[src/rtl/rf_debug_access_pkg.sv]
// Shared types and constants for the register-file debug initiator.
package pkg_rf_debug;

    localparam int RF_DBG_ADDR_W = 5;
    localparam int RF_DBG_XLEN   = 32;

    typedef enum logic [2:0] {
        IDLE,
        CHECK,
        WAIT_HALT,
        ACCESS,
        RSP
    } rf_dbg_state_t;

endpackage

[src/rtl/rf_debug_access.sv]
// Debug-side register-file initiator. It halts the core, owns the RF port
// for one ACCESS cycle per beat, and returns one response per beat.
module rf_debug_access
    import pkg_rf_debug::*;
#(
    parameter int XLEN     = RF_DBG_XLEN,
    parameter int NUM_REGS = 32,
    parameter int ADDR_W   = RF_DBG_ADDR_W
) (
    input  logic              clk,
    input  logic              reset,
    input  logic              req_valid,
    output logic              req_ready,
    input  logic              req_write,
    input  logic [ADDR_W-1:0] req_addr,
    input  logic [ADDR_W-1:0] req_len,
    input  logic [XLEN-1:0]   req_wdata,
    output logic              rsp_valid,
    input  logic              rsp_ready,
    output logic [XLEN-1:0]   rsp_rdata,
    output logic              rsp_last,
    output logic              rsp_err,
    output logic              core_halt_req,
    input  logic              core_halted,
    output logic              dbg_owns_rf,
    output logic [ADDR_W-1:0] rf_addr_read,
    output logic [ADDR_W-1:0] rf_addr_write,
    output logic              rf_write_en,
    output logic [XLEN-1:0]   rf_write_data,
    input  logic [XLEN-1:0]   rf_read_data
);

    localparam logic [ADDR_W:0] LAST_REG = (ADDR_W+1)'(NUM_REGS - 1);

    rf_dbg_state_t     state, state_n;
    logic              wr_q;
    logic              err_q;
    logic [ADDR_W-1:0] cur_addr;
    logic [ADDR_W-1:0] remaining;
    logic [XLEN-1:0]   wdata_q;
    logic [XLEN-1:0]   rdata_q;

    // One bit wider than the index so a range past the top never wraps.
    logic [ADDR_W:0]   end_addr;
    logic              range_err;
    logic              more_beats;

    assign end_addr   = {1'b0, cur_addr} + {1'b0, remaining};
    assign range_err  = !wr_q && (end_addr > LAST_REG);
    assign more_beats = !wr_q && !err_q && (remaining != '0);

    // State register.
    always_ff @(posedge clk or negedge reset) begin
        if (!reset) state <= IDLE;
        else        state <= state_n;
    end

    // Next state and all outputs, decoded from the current state.
    always_comb begin
        state_n       = state;
        req_ready     = 1'b0;
        rsp_valid     = 1'b0;
        rsp_rdata     = '0;
        rsp_last      = 1'b0;
        rsp_err       = 1'b0;
        core_halt_req = 1'b0;
        dbg_owns_rf   = 1'b0;
        rf_addr_read  = '0;
        rf_addr_write = '0;
        rf_write_en   = 1'b0;
        rf_write_data = '0;
        unique case (state)
            IDLE: begin
                req_ready = 1'b1;
                if (req_valid) state_n = CHECK;
            end
            CHECK: begin
                state_n = range_err ? RSP : WAIT_HALT;
            end
            WAIT_HALT: begin
                core_halt_req = 1'b1;
                if (core_halted) state_n = ACCESS;
            end
            ACCESS: begin
                core_halt_req = 1'b1;
                dbg_owns_rf   = 1'b1;
                rf_addr_read  = cur_addr;
                if (wr_q) begin
                    rf_addr_write = cur_addr;
                    rf_write_data = wdata_q;
                    // Never write unless the core confirms it is stalled.
                    rf_write_en   = core_halted;
                end
                state_n = RSP;
            end
            RSP: begin
                rsp_valid     = 1'b1;
                rsp_rdata     = rdata_q;
                rsp_err       = err_q;
                rsp_last      = err_q || wr_q || (remaining == '0);
                core_halt_req = !err_q;
                dbg_owns_rf   = !err_q;
                if (rsp_ready) state_n = more_beats ? ACCESS : IDLE;
            end
            default: state_n = IDLE;
        endcase
    end

    // Latched request fields, burst progress and response data.
    always_ff @(posedge clk or negedge reset) begin
        if (!reset) begin
            wr_q      <= 1'b0;
            err_q     <= 1'b0;
            cur_addr  <= '0;
            remaining <= '0;
            wdata_q   <= '0;
            rdata_q   <= '0;
        end else begin
            unique case (state)
                IDLE: if (req_valid) begin
                    wr_q      <= req_write;
                    err_q     <= 1'b0;
                    cur_addr  <= req_addr;
                    remaining <= req_len;
                    wdata_q   <= req_wdata;
                    rdata_q   <= '0;
                end
                CHECK: if (range_err) err_q <= 1'b1;
                ACCESS: rdata_q <= wr_q ? '0 : rf_read_data;
                RSP: if (rsp_ready && more_beats) begin
                    remaining <= remaining - 1'b1;
                    cur_addr  <= cur_addr + 1'b1;
                end
                default: ;
            endcase
        end
    end

endmodule

[config.mk]
export PLATFORM = sky130hd
export DESIGN_NAME = rf_debug_access
export DESIGN_NICKNAME = d
export VERILOG_FILES = /design/src/rtl/rf_debug_access_pkg.sv /design/src/rtl/rf_debug_access.sv
export SDC_FILE = /design/constraint.sdc
export NUM_CORES = 1
export LEC_CHECK = 0
export CAP_MARGIN = 20
export CORE_MARGIN = 1
export CORE_UTILIZATION = 40
export DETAILED_ROUTE_END_ITERATION = 10
export GPL_TIMING_DRIVEN = 0
export HOLD_SLACK_MARGIN = 0.05
export PLACE_DENSITY = 0.85
export SLEW_MARGIN = 0
export SYNTH_ARGS = -nofsm -noshare
export SYNTH_HDL_FRONTEND = slang
export SYNTH_SLANG_ARGS = --single-unit
export TNS_END_PERCENT = 20
[constraint.sdc]
create_clock -name clk -period 2.1 [get_ports clk]
set_input_delay 0.21 -clock clk [delete_from_list [all_inputs] [get_ports clk]]
set_output_delay 0.21 -clock clk [all_outputs]
set_load 0.02 [all_outputs]
==> impl_metrics.env, run 1 <==
export IMPL_relSlewSlack=0.650
export IMPL_hold_class="in -> async"
export IMPL_r2r_slack_ns=0.06
export IMPL_cts_clk_slew_worst_paths_ns=0.08
export IMPL_fillerInstances=815
export IMPL_drt_drc_violations_left=0
export IMPL_final_util=0.626
export IMPL_setup_viol=0
export IMPL_ctsHtreeMaxLevel=3
export IMPL_antenna_found_initial=0
export IMPL_chipWidth_um=101
export IMPL_tritoncts="built"
export IMPL_drtIter0Drc=159
export IMPL_gp_congestion=0.849
export IMPL_peakVddDrop_uv=631
export IMPL_avgSynthCellArea_sq_um=9.49
export IMPL_synthArstFlopShare=1.00
export IMPL_pwr_density_cell_nw_per_um2=1180
export IMPL_clk_latency_ns=0.35
export IMPL_grt_most_used_layer="met2"
export IMPL_worst_setup_path_type="reg -> out"
export IMPL_ant_nets=0
export IMPL_maxCapViolCount=0
export IMPL_fin_skew_ns=0.00813
export IMPL_final_max_slew_violation_count=0
export IMPL_worst_pin_slew_ns=0.522
export IMPL_fp_row_count=35
export IMPL_cp_end_kind="output port"
export IMPL_postPlaceCellArea_sq_um=5680
export IMPL_crit_path_max_fanout=10
export IMPL_start_kind="flip-flop"
export IMPL_dp_hpwl_mm=8.11
export IMPL_hold_viol=0
export IMPL_startpoint="state[1]"
export IMPL_yosys_warnings=0
export IMPL_use_met2=0.398
export IMPL_track_usage=0.230
export IMPL_fmax_ghz=0.481
export IMPL_fin_crit_ns=2.08
export IMPL_synth_seq_cells=79
export IMPL_finalInstanceArea_sq_um=5840
export IMPL_antenna_cells=0
export IMPL_multi_input_area_sq_um=1790
export IMPL_use_met1=0.288
export IMPL_first_pass_iters=4
export IMPL_reg2reg_to="remaining[1]"
export IMPL_wl_per_cell_um=15.9
export IMPL_grt_ovfl_total=0
export IMPL_cts_buffers=9
export IMPL_r2r_cells=6
export IMPL_path_buf_inv=3
export IMPL_drt_wl_total_mm=11.6
export IMPL_vias=3724
export IMPL_crit_slowest_cell="or3b_4"
export IMPL_synth_flop_cell="dfrtp_1"
export IMPL_grt_max_degree=50
export IMPL_final_nets=683
export IMPL_die_area_sq_um=10100
export IMPL_die_h_um=101
export IMPL_synthToLayoutAreaGrowth_pct=50.0
export IMPL_ys_seq_area_frac=0.508
export IMPL_pre_cts_slack_ns=-0.490
export IMPL_rsz0062_at_grt="yes"
export IMPL_cts_root_buf="clkbuf_8"
export IMPL_via_per_inst=5.11
export IMPL_start_util=0.417
export IMPL_io_pins=161
export IMPL_worstPathArrival_ns=1.87
export IMPL_status="finished clean"
export IMPL_syn_num_nets=497
export IMPL_cts_sinks=79
export IMPL_grt_pass1_vias=3710
export IMPL_critical_path_max_stage_delay_ns=0.48
export IMPL_p_leak_nw=3.07
export IMPL_crit_chain="buf_6 -> or3b_4 -> buf_8 -> o21ai_2 -> buf_4"
export IMPL_grt_pass1_wl_mm=18.1
export IMPL_cp_top_family="buffers and inverters"
export IMPL_period_share=0.990
export IMPL_setup_slack_ns=0.0219
export IMPL_synth_edf_count=0
export IMPL_numPortBuffers=160
export IMPL_synth_cells=410
export IMPL_syn_area_sq_um=3890
export IMPL_met3_usage=0.0527
export IMPL_finalPower_mw=6.89
export IMPL_worstPathRequired_ns=1.89
export IMPL_coreArea_sq_um=9330
export IMPL_area_sequential_sq_um=1980
export IMPL_clockBufferDepth=2
export IMPL_drive_gt1_frac=0.253
export IMPL_r2r_start="remaining[0]"
export IMPL_synth_cell_types=43
[per-stage QoR]
stage / hold WS [ns] / std cells / TNS (ns)
2_1_floorplan: -0.0856 / 410 / 0
3_3_place_gp: 0.450 / 699 / -178.70
3_5_place_dp: 0.183 / 700 / -31.54
4_1_cts: 0.351 / 719 / -0.508
5_1_grt: 0.389 / 729 / -0.0388
6_report: 0.353 / 729 / 0
[Yosys cell counts, drive strengths merged (4+ instances only)]
| cell | count | area (sq um) |
|---|---|---|
| nor2 | 13 | 48.8 |
| buf | 17 | 87.6 |
| dfrtp | 79 | 1980 |
| nand2b | 4 | 25.0 |
| and3 | 39 | 244 |
| clkbuf | 12 | 45.0 |
| o21ai | 13 | 76.3 |
| ha | 7 | 87.6 |
| nor3 | 4 | 20.0 |
| nand2 | 99 | 372 |
| o31ai | 6 | 45.0 |
| inv | 5 | 18.8 |
| and2 | 40 | 253 |
| a21oi | 12 | 67.6 |
| a22o | 32 | 280 |
[layer usage]
layer / vias to the layer above / part of all wire / routed length, um
li1: 1779 / - / -
met4: 0 / 0.011 / 131
met1: 1785 / 0.41 / 4760
met2: 146 / 0.50 / 5840
met3: 14 / 0.074 / 855
met5: - / 0 / 0
[how the worst max path moves through the flow]
stage	end	slack, ns	cells after the start
after global placement	wdata_q[5]	-1.87	1
after global routing	rsp_rdata[19]	-0.008	6
final	core_halt_req	0.02	5
after detailed placement	rf_write_data[10]	-0.49	5
after CTS	rsp_rdata[8]	-0.13	7
after floorplan	rsp_rdata[24]	0.19	7
[area by class of cell]
type,count,share of cell area
sequential,79,0.339
multi-input combinational,296,0.307
timing repair buffer,176,0.257
buffer,27,0.0313
tap,129,0.0277
clock buffer,12,0.0266
inverter,6,0.00600
clock inverter,3,0.00322
timing repair inverter,1,0.00150
[logic make-up (layout without fill, tap and decap cells)]
| logic type | after synthesis | count (layout) | share of synthesized area |
|---|---|---|---|
| DFF | 79 | 79 | 0.508 |
| AOI/OAI and AO/OA | 74 | 74 | 0.145 |
| adders and majority gates | 7 | 7 | 0.0225 |
| buffers and inverters | 35 | 225 | 0.0412 |
| muxes | 4 | 4 | 0.0116 |
| and+or+nand+nor | 211 | 211 | 0.271 |
[cells in the final DEF (no fill, tap or decap), drive strengths merged, types with 3 or more instances in the layout]
cell	netlist	routed
o21ai	13	13
dlygate4sd2	0	3
and2	40	40
clkbuf	12	28
inv	5	6
clkdlybuf4s50	0	79
mux2i	3	3
o31ai	6	6
nand2b	4	4
a22o	32	32
nand2	99	99
nor2	13	13
dfrtp	79	79
clkdlybuf4s15	0	4
clkinv	1	4
buf	17	100
a21oi	12	12
nor3	4	4
and3	39	39
ha	7	7
[report_power, final]
| group | switching (mW) | total (mW) | internal [mW] | leakage (nW) |
|---|---|---|---|---|
| Sequential | 0.529 | 2.80 | 2.27 | 1.01 |
| Clock | 0.534 | 1.02 | 0.486 | 0.0922 |
| Combinational | 1.68 | 3.08 | 1.40 | 1.97 |
| Total | 2.74 | 6.89 | 4.15 | 3.07 |
[sequential cells by signal (all words and copies together) (netlist names)]
signal,flops
cur_addr,5
wr_q,1
wdata_q,32
remaining,5
state,3
err_q,1
rdata_q,32
[timing repair]
| action | in CTS | in global routing |
|---|---|---|
| setup buffers | 4 | 10 |
| cloned | 0 | 1 |
| endpoints found under the setup margin | 80 | 71 |
| hold buffers | 1 | 0 |
| pin swaps | 2 | 3 |
| gates resized for setup | 332 | 54 |
| hold endpoints to repair | 30 | 0 |
No activity file was read; power rests on OpenSTA's default activity.
==> run 2, diff against run 1 <==
CORE_UTILIZATION = 43   (was 40)
PLACE_DENSITY = 0.89   (was 0.85)
SLEW_MARGIN = 15   (was 0)
==> run 2 against run 1 <==
Global-route usage grew 1.5 points; sequential power is essentially flat; die area down 6.8%; worst setup slack got worse by 0.016 ns; first-iteration DRC count up 69%; largest power group unchanged; highest routed layer unchanged.
==> impl_metrics.env, run 2 (synthesized netlist as in run 1, its figures left out) <==
export IMPL_clk_latency_ns=0.35
export IMPL_wl_per_cell_um=16.0
export IMPL_via_per_inst=5.35
export IMPL_grt_pass1_vias=3870
export IMPL_clkPwrFrac=0.177
export IMPL_hold_class="in -> async"
export IMPL_final_common_cell="nand2_1"
export IMPL_cts_sinks=79
export IMPL_final_max_slew_violation_count=0
export IMPL_first_pass_iters=4
export IMPL_drive_gt1_frac=0.241
export IMPL_grt_pass1_wl_mm=18.4
export IMPL_cts_buffers=9
export IMPL_die_area_sq_um=9430
export IMPL_cts_clk_slew_worst_paths_ns=0.08
export IMPL_worstPathRequired_ns=2.33
export IMPL_cp_top_family="simple AND/OR/NAND/NOR gates"
export IMPL_tritoncts="built"
export IMPL_fmax_ghz=0.477
export IMPL_tns_ns=0
export IMPL_fp_row_count=34
export IMPL_ant_nets=0
export IMPL_drt_wl_total_mm=11.3
export IMPL_hold_viol=0
export IMPL_final_nets=680
export IMPL_fin_skew_ns=0.00988
export IMPL_path_buf_inv=1
export IMPL_worst_setup_path_type="reg -> reg"
export IMPL_cp_end_kind="flip-flop"
export IMPL_p_sw_frac=0.385
export IMPL_drtIter0Drc=269
export IMPL_start_util=0.446
export IMPL_fin_crit_ns=2.09
export IMPL_setup_viol=0
export IMPL_pre_cts_slack_ns=-0.505
export IMPL_dp_cells=679
export IMPL_final_cell_mix="nand2_1 (99), clkdlybuf4s50_1 (79), dfrtp_1 (75)"
export IMPL_period_share=0.997
export IMPL_dp_hpwl_mm=8.22
export IMPL_grt_max_degree=51
export IMPL_antenna_cells=0
export IMPL_p_int_mw=4.35
export IMPL_r2r_slack_ns=0.006
export IMPL_vias=3776
export IMPL_chipWidth_um=97.1
export IMPL_p_leak_nw=3.06
export IMPL_cts_root_buf="clkbuf_8"
export IMPL_crit_chain="inv_1 -> ha_1 -> or4b_4 -> and2_4 -> o21ai_4 -> mux2_4"
export IMPL_seqPwrFrac=0.397
export IMPL_switchingPower_mw=2.73
export IMPL_synthToLayoutAreaGrowth_pct=49.3
export IMPL_coreArea_sq_um=8720
export IMPL_crit_cells=6
export IMPL_grt_ovfl_total=0
export IMPL_numPortBuffers=160
export IMPL_pwr_density_cell_nw_per_um2=1220
export IMPL_worst_pin_slew_ns=0.442
export IMPL_crit_slowest_cell="or4b_4"
export IMPL_peakVddDrop_uv=664
export IMPL_status="finished clean"
export IMPL_clockBufferDepth=2
export IMPL_die_h_um=97.1
export IMPL_antenna_found_initial=0
export IMPL_track_usage=0.244
export IMPL_crit_path_max_fanout=6
export IMPL_final_cells=706
export IMPL_drt_drc_violations_left=0
export IMPL_reg2reg_to="remaining[1]"
export IMPL_r2r_cells=6
export IMPL_r2r_start="remaining[0]"
export IMPL_gp_congestion=0.865
export IMPL_setup_slack_ns=0.00565
export IMPL_worstPathArrival_ns=2.32
export IMPL_critical_path_max_stage_delay_ns=0.50
export IMPL_maxCapViolCount=0
export IMPL_relSlewSlack=0.703
export IMPL_io_pins=161
export IMPL_finalInstanceArea_sq_um=5810
export IMPL_start_kind="flip-flop"
export IMPL_largestRegisters="rdata_q (32), wdata_q (32)"
export IMPL_ctsHtreeMaxLevel=3
export IMPL_pwr_share_comb=0.426
export IMPL_postPlaceCellArea_sq_um=5650
[run 2: through the flow]
step	hold WS (ns)	power, mW	utilization
after global placement	0.451	5.44	0.645
final	0.339	7.08	0.666
after CTS	0.343	6.95	0.666
after floorplan	-0.0856	4.52	-
after global routing	0.354	7.58	0.666
after detailed placement	0.172	5.61	0.648
[run 2: area by class of cell]
class	instances	area (sq um)
buffer	26	166
clock inverter	5	81.3
inverter	6	35.0
multi-input combinational	296	1800
clock buffer	11	141
sequential	79	1980
tap	108	135
fill	693	2910
timing repair buffer	175	1470
[run 2: worst max path at each step]
stage	start	end	slack [ns]
after detailed placement	state[1]	rsp_rdata[17]	-0.51
after CTS	state[0]	rsp_rdata[19]	-0.01
after global routing	remaining[0]	remaining[1]	-0.004
after floorplan	state[1]	rsp_rdata[24]	0.19
after global placement	reset	wdata_q[11]	-1.84
final	remaining[0]	remaining[1]	0.006
[run 2: timing repair]
item                                   4_1_cts  5_1_grt
gates cloned                                 0        0
pin swaps                                    2        3
setup endpoints to repair                   80       82
setup buffers                                5        8
resized for setup                          275       50
hold buffers                                 1        0
endpoints found under the hold margin       29        0
[run 2: power by group through the flow]
stage | sequential [mW] | clock, mW | combinational, mW
global route | 2.90 | 1.34 | 3.33
CTS | 2.79 | 1.28 | 2.89
finish | 2.81 | 1.25 | 3.01
floorplan | 2.61 | 0 | 1.91
detailed placement | 2.78 | 0 | 2.83
global placement | 2.75 | 0 | 2.69
[run 2: layer usage]
metal,up-vias,track usage,share of wire
met2,172,0.404,0.49
met1,1811,0.296,0.40
met5,-,0,0
li1,1764,-,-
met3,29,0.0655,0.079
met4,0,0.116,0.031
==> run 3, diff against run 2 <==
GPL_ROUTABILITY_DRIVEN = 0   (was unset)
==> results of run 3 <==
Final layout, timing and power as in run 2 (identical DEF).
